`config.mk`:
```
export PLATFORM = sky130hd
export DESIGN_NAME = wb_regfile
export DESIGN_NICKNAME = d
export VERILOG_FILES = /design/src/rtl/wb_regfile.sv
export SDC_FILE = /design/constraint.sdc
export NUM_CORES = 1
export LEC_CHECK = 0
export BUFFER_PORTS_ARGS = -buffer_cell sky130_fd_sc_hd__buf_4
export CAP_MARGIN = 15
export CORE_MARGIN = 2
export CORE_UTILIZATION = 30
export CTS_CLUSTER_SIZE = 8
export DETAILED_ROUTE_END_ITERATION = 8
export GPL_TIMING_DRIVEN = 0
export SYNTH_ARGS = -nofsm -noshare
export SYNTH_HDL_FRONTEND = slang
export SYNTH_SLANG_ARGS = --single-unit
export TNS_END_PERCENT = 5
```
`constraint.sdc`:
```
create_clock -name clock -period 10.4 [get_ports clock]
set_input_delay 0.52 -clock clock [delete_from_list [all_inputs] [get_ports clock]]
set_output_delay 0.52 -clock clock [all_outputs]
set_load 0.05 [all_outputs]
```
`src/rtl/wb_regfile.sv`:
```
// Writeback commit into a 16-entry register file, two bypassed read ports, pending-write scoreboard.
// Writes land at the next edge (same-cycle bypass); out_stall holds decode issue, writeback never stalls.
module wb_regfile #(
    parameter int IALU_WORD_WIDTH = 16,
    parameter int REG_IDX_WIDTH   = 4,
    parameter int CNT_WIDTH       = 16
) (
    input  logic                       clock,
    input  logic                       reset,
    input  logic                       in_act_write_res_to_reg,
    input  logic [IALU_WORD_WIDTH-1:0] in_res,
    input  logic [REG_IDX_WIDTH-1:0]   in_res_reg_idx,
    input  logic [REG_IDX_WIDTH-1:0]   in_rs1_idx,
    input  logic [REG_IDX_WIDTH-1:0]   in_rs2_idx,
    input  logic                       in_rs1_used,
    input  logic                       in_rs2_used,
    input  logic                       in_issue_act,
    input  logic [REG_IDX_WIDTH-1:0]   in_issue_rd_idx,
    output logic [IALU_WORD_WIDTH-1:0] out_rs1_data,
    output logic [IALU_WORD_WIDTH-1:0] out_rs2_data,
    output logic                       out_stall,
    output logic [CNT_WIDTH-1:0]       out_wb_count
);
    localparam int NREG = 2 ** REG_IDX_WIDTH;

    logic [IALU_WORD_WIDTH-1:0] r_regs [NREG];
    logic [NREG-1:0]            r_pending;
    logic [CNT_WIDTH-1:0]       r_wb_count;

    logic            w_wb1;
    logic            w_wb2;
    logic            w_wb_rd;
    logic            w_raw1;
    logic            w_raw2;
    logic            w_waw;
    logic            w_stall;
    logic [NREG-1:0] w_pending_nxt;

    assign w_wb1   = in_act_write_res_to_reg && (in_res_reg_idx == in_rs1_idx);
    assign w_wb2   = in_act_write_res_to_reg && (in_res_reg_idx == in_rs2_idx);
    assign w_wb_rd = in_act_write_res_to_reg && (in_res_reg_idx == in_issue_rd_idx);

    // A writeback presented this cycle releases its own pending bit combinationally.
    assign w_raw1  = in_rs1_used && r_pending[in_rs1_idx] && !w_wb1;
    assign w_raw2  = in_rs2_used && r_pending[in_rs2_idx] && !w_wb2;
    assign w_waw   = in_issue_act && r_pending[in_issue_rd_idx] && !w_wb_rd;
    assign w_stall = w_raw1 | w_raw2 | w_waw;

    assign out_rs1_data = w_wb1 ? in_res : r_regs[in_rs1_idx];
    assign out_rs2_data = w_wb2 ? in_res : r_regs[in_rs2_idx];
    assign out_stall    = w_stall;
    assign out_wb_count = r_wb_count;

    // Clear first, then set: a newly issued write to the same index is younger and wins.
    always_comb begin
        w_pending_nxt = r_pending;
        if (in_act_write_res_to_reg) begin
            w_pending_nxt[in_res_reg_idx] = 1'b0;
        end
        if (in_issue_act && !w_stall) begin
            w_pending_nxt[in_issue_rd_idx] = 1'b1;
        end
    end

    always_ff @(posedge clock or posedge reset) begin
        if (reset) begin
            for (int i = 0; i < NREG; i++) begin
                r_regs[i] <= '0;
            end
            r_pending  <= '0;
            r_wb_count <= '0;
        end else begin
            if (in_act_write_res_to_reg) begin
                r_regs[in_res_reg_idx] <= in_res;
                r_wb_count             <= r_wb_count + CNT_WIDTH'(1);
            end
            r_pending <= w_pending_nxt;
        end
    end
endmodule
```
==> results of run 1 <==
[layer usage]
metal | part of all wire, % | wire length [µm] | up-vias
met1 | 42 | 20900 | 5481
met4 | 3.1 | 1500 | 2
li1 | - | - | 4188
met2 | 48 | 23800 | 345
met3 | 6.0 | 2960 | 89
met5 | 0.033 | 16 | -
[logic make-up (layout without fill, tap and decap cells)]
logic type                 Yosys count  count (layout)
and+or+nand+nor                     88              88
DFF                                288             288
AOI/OAI and AO/OA                   28              28
muxes                              467             467
adders and majority gates            1               1
xor gates and xnor gates            27              27
buffers and inverters               96             224
[layout make-up]
cell class	count	area (µm²)
Fill cell	5041	34100
Multi-Input combinational cell	611	8350
Sequential cell	288	7210
Clock buffer	44	1090
Tap cell	688	861
Timing Repair Buffer	81	671
Buffer	91	542
Clock inverter	3	58.8
Inverter	5	26.3
[synth_stat cells (all sizes together)]
library cell	number	area, µm²
xor2	13	114
nor3	1	5.00
o31ai	15	113
nor3b	3	27.5
and3	3	18.8
or4	1	7.51
mux2i	4	40.0
clkinv	1	3.75
clkbuf	39	146
nand3b	4	30.0
nand4	4	25.0
nor2	15	56.3
and3b	2	17.5
and2	1	6.26
inv	4	15.0
xnor2	14	123
dfrtp	288	7210
nand2b	4	25.0
and4	1	8.76
o32ai	2	25.0
or3	3	18.8
o41ai	1	8.76
o21ai	9	45.0
mux4	172	4100
nand3	10	50.1
buf	52	395
ha	1	12.5
nor4	3	48.8
a22oi	1	7.51
nand2	28	105
nor2b	3	18.8
mux2	291	3280
or2	2	12.5
[critical path, stage by stage]
cell,delay [ns]
sky130_fd_sc_hd__buf_4,0.10
sky130_fd_sc_hd__clkbuf_1,0.54
sky130_fd_sc_hd__clkbuf_1,0.99
sky130_fd_sc_hd__mux4_1,0.44
sky130_fd_sc_hd__mux4_2,0.49
sky130_fd_sc_hd__mux2_2,0.29
sky130_fd_sc_hd__buf_4,0.19
[sequential cells by signal, summed over array words and instances (netlist names)]
register      flops
r_regs          256
r_pending        16
out_wb_count     16
[how the worst max path moves through the flow]
| stage | end | start | cells past startpoint |
|---|---|---|---|
| 3_5_place_dp | out_rs2_data[14] | in_rs2_idx[1] | 7 |
| 5_1_grt | out_rs1_data[11] | in_rs1_idx[1] | 7 |
| 2_1_floorplan | out_wb_count[0] | reset | 1 |
| 3_3_place_gp | r_regs[44] | reset | 2 |
| 4_1_cts | out_rs2_data[14] | in_rs2_idx[1] | 7 |
| 6_report | out_rs1_data[6] | in_rs1_idx[1] | 7 |
[power by group]
part | switching [W] | total [W] | internal (W)
Clock | 0.000510 | 0.00125 | 0.000738
Combinational | 0.000549 | 0.00112 | 0.000571
Sequential | 0.000203 | 0.00160 | 0.00139
[metrics by stage]
step	power [W]	setup TNS (ns)
floorplan	0.00239	0
global placement	0.00269	-439.24
detailed placement	0.00273	0
CTS	0.00400	0
global route	0.00414	0
finish	0.00396	0
==> run_summary.xml, run 1 <==
<?xml version="1.0" encoding="UTF-8"?>
<metrics>
  <group name="status">
    <metric name="status" unit="">finished clean</metric>
  </group>
  <group name="critical_path">
    <metric name="startpoint_type" unit="">input pin</metric>
    <metric name="worstPathMaxFanout" unit="">10</metric>
    <metric name="critical_path.reg2reg.startpoint" unit="">r_pending[9]</metric>
    <metric name="regToRegEndpoint" unit="">r_pending[11]</metric>
    <metric name="crit_end_category" unit="">primary output</metric>
    <metric name="timing.critical_path.arrival" unit="ns">3.58</metric>
    <metric name="r2r_setup_slack" unit="ns">8.15</metric>
    <metric name="critPathRequiredTime" unit="ns">9.88</metric>
    <metric name="r2r.worst_path.cells" unit="">6</metric>
    <metric name="timing.setup.critical_path_class" unit="">input pin to primary output</metric>
  </group>
  <group name="global_routing">
    <metric name="grt_pass1_vias" unit="">10600</metric>
    <metric name="wire_length_of_the_first_global_routing_pass" unit="mm">72.7</metric>
    <metric name="gr-usage-met1" unit="%">23.2</metric>
    <metric name="pin_count_of_the_biggest_net_entering_global_routing" unit="">110</metric>
    <metric name="groute.layer.met3.usage" unit="%">4.17</metric>
    <metric name="grt_util_all_layers" unit="%">17.8</metric>
    <metric name="overflow" unit="">0</metric>
    <metric name="antenna_violations_before_repair" unit="">1</metric>
    <metric name="met2_usage" unit="%">29.2</metric>
    <metric name="grt_busiest_layer" unit="">met2</metric>
  </group>
  <group name="synth">
    <metric name="syn-mean-instance-area" unit="µm²">16.2</metric>
    <metric name="syn_area" unit="µm²">16100</metric>
    <metric name="synthCells" unit="">995</metric>
    <metric name="post_synth_xor_area_fraction" unit="%">1.47</metric>
    <metric name="synth-seq-area-share" unit="%">44.7</metric>
    <metric name="synth_compound_area_share" unit="%">1.23</metric>
    <metric name="ys_ff_latch" unit="">288</metric>
    <metric name="post_synth_num_cell_types" unit="">42</metric>
    <metric name="yosys.area_share.simple" unit="%">2.99</metric>
    <metric name="synthAdderAreaFrac" unit="%">0.0777</metric>
    <metric name="synthMuxAreaShare" unit="%">46.0</metric>
    <metric name="combinational_family_with_the_most_area_after_synthesis" unit="">multiplexers</metric>
    <metric name="synthesis_warning_total" unit="">0</metric>
    <metric name="synth_nets" unit="">1034</metric>
  </group>
  <group name="drt">
    <metric name="antenna_violating_nets_post_route" unit="">0</metric>
    <metric name="via_count" unit="">10100</metric>
    <metric name="routed_wire_length" unit="mm">49.1</metric>
    <metric name="drt_pre_antenna_iters" unit="">5</metric>
    <metric name="routed_via_density" unit="">5.58</metric>
    <metric name="wl_per_cell" unit="µm">27.1</metric>
    <metric name="initialDrtViolationCount" unit="">813</metric>
    <metric name="drc" unit="">0</metric>
  </group>
  <group name="timing">
    <metric name="holdWs" unit="ns">0.0361</metric>
    <metric name="final-max-slew-violation-count" unit="">0</metric>
    <metric name="final_critical_path_setup_slack" unit="ns">6.30</metric>
    <metric name="finalHoldViolCount" unit="">0</metric>
    <metric name="setup_violations" unit="">0</metric>
    <metric name="final_setup_skew" unit="ns">0.00314</metric>
    <metric name="timing.slew.headroom" unit="%">15.8</metric>
    <metric name="tightest_slew" unit="ns">1.26</metric>
    <metric name="final_period_minus_worst_setup_slack" unit="ns">4.10</metric>
    <metric name="fmax" unit="MHz">244</metric>
    <metric name="rsz0062_at_grt" unit="">no</metric>
    <metric name="final_min_period_over_clock_period" unit="%">39.5</metric>
  </group>
  <group name="clock_network">
    <metric name="clk_pin_slew" unit="ns">0.05</metric>
    <metric name="clock-sinks" unit="">288</metric>
    <metric name="numCtsBuffers" unit="">42</metric>
    <metric name="ctsHtreeMaxLevel" unit="">2</metric>
    <metric name="tritoncts" unit="">done</metric>
    <metric name="cts_root_buffer" unit="">sky130_fd_sc_hd__clkbuf_16</metric>
    <metric name="cts.hold.buffers_added" unit="">0</metric>
    <metric name="cts_post_setup_buffers_inserted" unit="">0</metric>
    <metric name="ctsLongestPathBuffers" unit="">3</metric>
    <metric name="clkLatencyLatePin" unit="ns">0.55</metric>
    <metric name="post_cts.resized_instances" unit="">0</metric>
  </group>
  <group name="finish">
    <metric name="final_net_count" unit="">1159</metric>
    <metric name="layout_commonest_cell" unit="">sky130_fd_sc_hd__dfrtp_1</metric>
    <metric name="antennaDiodeCount" unit="">0</metric>
    <metric name="area_growth" unit="%">16.7</metric>
    <metric name="layout.core_utilization" unit="%">35.6</metric>
    <metric name="drive_above_1_share" unit="%">29.2</metric>
    <metric name="post_layout_nonfiller_instances" unit="">1811</metric>
    <metric name="final_cell_area" unit="µm²">18800</metric>
    <metric name="most-common-layout-cells" unit="">288 x sky130_fd_sc_hd__dfrtp_1, 250 x sky130_fd_sc_hd__mux2_1, 112 x sky130_fd_sc_hd__mux4_2, 79 x sky130_fd_sc_hd__buf_4, 60 x sky130_fd_sc_hd__mux4_1</metric>
  </group>
  <group name="floorplan">
    <metric name="placeableCoreArea" unit="µm²">52900</metric>
    <metric name="floorplan.die_area" unit="µm²">55600</metric>
    <metric name="fp.dieW" unit="µm">236</metric>
    <metric name="start_util" unit="%">30.5</metric>
    <metric name="placement_rows" unit="">84</metric>
    <metric name="pin_count" unit="">87</metric>
    <metric name="die_height" unit="µm">236</metric>
  </group>
  <group name="placed_design">
    <metric name="numPlacedInstances" unit="">1764</metric>
    <metric name="place.gp.congestion" unit="">0.804</metric>
    <metric name="buffer_ports.inserted" unit="">76</metric>
    <metric name="dp_worst_setup_slack" unit="ns">6.28</metric>
    <metric name="postPlaceCellArea" unit="µm²">17700</metric>
    <metric name="dp_wirelength" unit="mm">32.0</metric>
  </group>
  <group name="power_and_ir_drop">
    <metric name="worst_ir_drop_vdd" unit="µV">110</metric>
    <metric name="power.density" unit="nW/µm²">211</metric>
    <metric name="leakagePower" unit="nW">7.89</metric>
  </group>
  <group name="hold_path">
    <metric name="min_path_type" unit="">input pin to asynchronous set/reset pin</metric>
  </group>
  <group name="job">
    <metric name="max_cap_viol_count" unit="">0</metric>
  </group>
</metrics>
Power figures use the tool's default switching activity.
==> run 2, diff against run 1 <==
clock period = 3.6 ns   (was 10.4 ns; I/O delays follow)
==> run_summary.xml, run 2 (synthesis gave the netlist of run 1 again) <==
<?xml version="1.0" encoding="UTF-8"?>
<metrics>
  <group name="drt">
    <metric name="drc" unit="">0</metric>
    <metric name="routed_wire_length" unit="mm">49.2</metric>
    <metric name="via_count" unit="">10200</metric>
    <metric name="routed_via_density" unit="">5.57</metric>
    <metric name="drt_pre_antenna_iters" unit="">7</metric>
    <metric name="initialDrtViolationCount" unit="">771</metric>
    <metric name="wl_per_cell" unit="µm">26.9</metric>
    <metric name="antenna_violating_nets_post_route" unit="">0</metric>
  </group>
  <group name="timing">
    <metric name="final-max-slew-violation-count" unit="">0</metric>
    <metric name="timing.slew.headroom" unit="%">11.5</metric>
    <metric name="rsz0062_at_grt" unit="">no</metric>
    <metric name="totalNegativeSetupSlack" unit="ns">0</metric>
    <metric name="final_setup_skew" unit="ns">0.00691</metric>
    <metric name="finalHoldViolCount" unit="">0</metric>
    <metric name="tightest_slew" unit="ns">1.33</metric>
    <metric name="fmax" unit="MHz">291</metric>
    <metric name="final_min_period_over_clock_period" unit="%">95.3</metric>
    <metric name="setup_violations" unit="">0</metric>
    <metric name="holdWs" unit="ns">0.0995</metric>
    <metric name="final_period_minus_worst_setup_slack" unit="ns">3.43</metric>
  </group>
  <group name="floorplan">
    <metric name="pin_count" unit="">87</metric>
    <metric name="die_height" unit="µm">236</metric>
    <metric name="placeableCoreArea" unit="µm²">52900</metric>
    <metric name="floorplan.die_area" unit="µm²">55600</metric>
    <metric name="fp.dieW" unit="µm">236</metric>
    <metric name="start_util" unit="%">30.5</metric>
    <metric name="placement_rows" unit="">84</metric>
  </group>
  <group name="clock_network">
    <metric name="numCtsBuffers" unit="">41</metric>
    <metric name="cts_root_buffer" unit="">sky130_fd_sc_hd__clkbuf_16</metric>
    <metric name="cts_post_setup_buffers_inserted" unit="">0</metric>
    <metric name="ctsHtreeMaxLevel" unit="">2</metric>
    <metric name="tritoncts" unit="">done</metric>
    <metric name="clkLatencyLatePin" unit="ns">0.54</metric>
    <metric name="clock-sinks" unit="">288</metric>
    <metric name="clk_pin_slew" unit="ns">0.05</metric>
    <metric name="ctsLongestPathBuffers" unit="">3</metric>
  </group>
  <group name="finish">
    <metric name="final_net_count" unit="">1181</metric>
    <metric name="most-common-layout-cells" unit="">288 x sky130_fd_sc_hd__dfrtp_1, 250 x sky130_fd_sc_hd__mux2_1, 112 x sky130_fd_sc_hd__mux4_2, 79 x sky130_fd_sc_hd__buf_4, 60 x sky130_fd_sc_hd__mux4_1</metric>
    <metric name="layout_commonest_cell" unit="">sky130_fd_sc_hd__dfrtp_1</metric>
    <metric name="flip_flop_count_of_the_largest_register_after_layout" unit="">256</metric>
    <metric name="fillers" unit="">4993</metric>
    <metric name="layout.core_utilization" unit="%">36.0</metric>
    <metric name="antennaDiodeCount" unit="">0</metric>
    <metric name="top_register" unit="">r_regs</metric>
    <metric name="area_growth" unit="%">18.0</metric>
    <metric name="drive_above_1_share" unit="%">29.0</metric>
  </group>
  <group name="hold_path">
    <metric name="timing.hold.worst_path_depth" unit="">3</metric>
    <metric name="holdCritStartpoint" unit="">in_issue_rd_idx[2]</metric>
    <metric name="holdPathEnd" unit="">r_pending[14]</metric>
    <metric name="min_path_type" unit="">input pin to flop</metric>
  </group>
  <group name="power_and_ir_drop">
    <metric name="worst_ir_drop_vdd" unit="µV">303</metric>
    <metric name="power.density" unit="nW/µm²">596</metric>
    <metric name="leakagePower" unit="nW">7.98</metric>
  </group>
  <group name="critical_path">
    <metric name="critical_path.reg2reg.startpoint" unit="">r_pending[9]</metric>
    <metric name="crit_end_category" unit="">primary output</metric>
    <metric name="regToRegEndpoint" unit="">r_pending[9]</metric>
    <metric name="r2r_setup_slack" unit="ns">1.35</metric>
    <metric name="critPathRequiredTime" unit="ns">3.42</metric>
    <metric name="timing.critical_path.arrival" unit="ns">3.25</metric>
    <metric name="r2r.worst_path.cells" unit="">6</metric>
    <metric name="startpoint_type" unit="">input pin</metric>
    <metric name="worstPathMaxFanout" unit="">10</metric>
    <metric name="timing.setup.critical_path_class" unit="">input pin to primary output</metric>
  </group>
  <group name="global_routing">
    <metric name="grt_util_all_layers" unit="%">17.9</metric>
    <metric name="pin_count_of_the_biggest_net_entering_global_routing" unit="">43</metric>
    <metric name="wire_length_of_the_first_global_routing_pass" unit="mm">73.4</metric>
    <metric name="overflow" unit="">0</metric>
    <metric name="antenna_violations_before_repair" unit="">1</metric>
    <metric name="grt_pass1_vias" unit="">10800</metric>
  </group>
  <group name="placed_design">
    <metric name="dp_wirelength" unit="mm">32.4</metric>
    <metric name="place.gp.congestion" unit="">0.794</metric>
    <metric name="buffer_ports.inserted" unit="">76</metric>
  </group>
  <group name="status">
    <metric name="status" unit="">finished clean</metric>
  </group>
  <group name="job">
    <metric name="max_cap_viol_count" unit="">0</metric>
  </group>
</metrics>
-- run 2: timing repair --
item	in CTS	in global routing
endpoints found under the hold margin	120	0
resized for setup	0	0
hold buffers	17	0
-- run 2: critical path: stages --
cell	delay [ns]
sky130_fd_sc_hd__buf_4	0.11
sky130_fd_sc_hd__buf_1	0.59
sky130_fd_sc_hd__buf_1	0.90
sky130_fd_sc_hd__mux4_1	0.45
sky130_fd_sc_hd__mux4_2	0.52
sky130_fd_sc_hd__mux2_2	0.28
sky130_fd_sc_hd__buf_4	0.19
-- run 2: layout make-up --
cell class                      count  area, µm²  share of cell area, %
Inverter                            5       22.5                  0.118
Clock inverter                      2       38.8                  0.204
Clock buffer                       42       1050                   5.53
Timing Repair Buffer              104        942                   4.96
Tap cell                          688        861                   4.53
Multi-Input combinational cell    611       8350                   43.9
Sequential cell                   288       7210                   37.9
Buffer                             91        542                   2.85
-- run 2: where the power goes --
group	switching, W	total [W]	internal, W	leakage (nW)
clock network	0.00141	0.00347	0.00205	0.534
logic	0.00158	0.00326	0.00167	3.90
registers	0.000591	0.00461	0.00402	3.54
total	0.00359	0.0113	0.00775	7.98
-- run 2: worst max-delay path by stage --
stage                      end  slack, ns  cells after the start          start
2_1_floorplan  out_wb_count[0]      -0.40                      1          reset
3_3_place_gp        r_regs[76]      -2.22                      2          reset
3_5_place_dp   out_rs2_data[8]       0.15                      7  in_rs2_idx[1]
4_1_cts        out_rs2_data[8]       0.15                      7  in_rs2_idx[1]
5_1_grt        out_rs2_data[8]       0.16                      7  in_rs2_idx[1]
6_report       out_rs2_data[8]       0.17                      7  in_rs2_idx[1]
-- run 2: through the flow --
step	instances	cell area [µm²]	total power, W	worst slack [ns]
finish	1831	19000	0.0113	0.169
detailed placement	1769	17700	0.00791	0.150
global route	1831	19000	0.0119	0.164
floorplan	995	16100	0.00690	-0.399
global placement	1759	17500	0.00776	-2.22
CTS	1830	19000	0.0114	0.150
-- run 2: per-layer routing --
| metal | vias up | GRT usage, % | share of wire [%] |
|---|---|---|---|
| met5 | - | 0 | 0.026 |
| met4 | 2 | 7.39 | 4.1 |
| met3 | 111 | 3.67 | 5.8 |
| met2 | 384 | 28.7 | 47 |
| met1 | 5485 | 23.7 | 43 |
| li1 | 4217 | - | - |
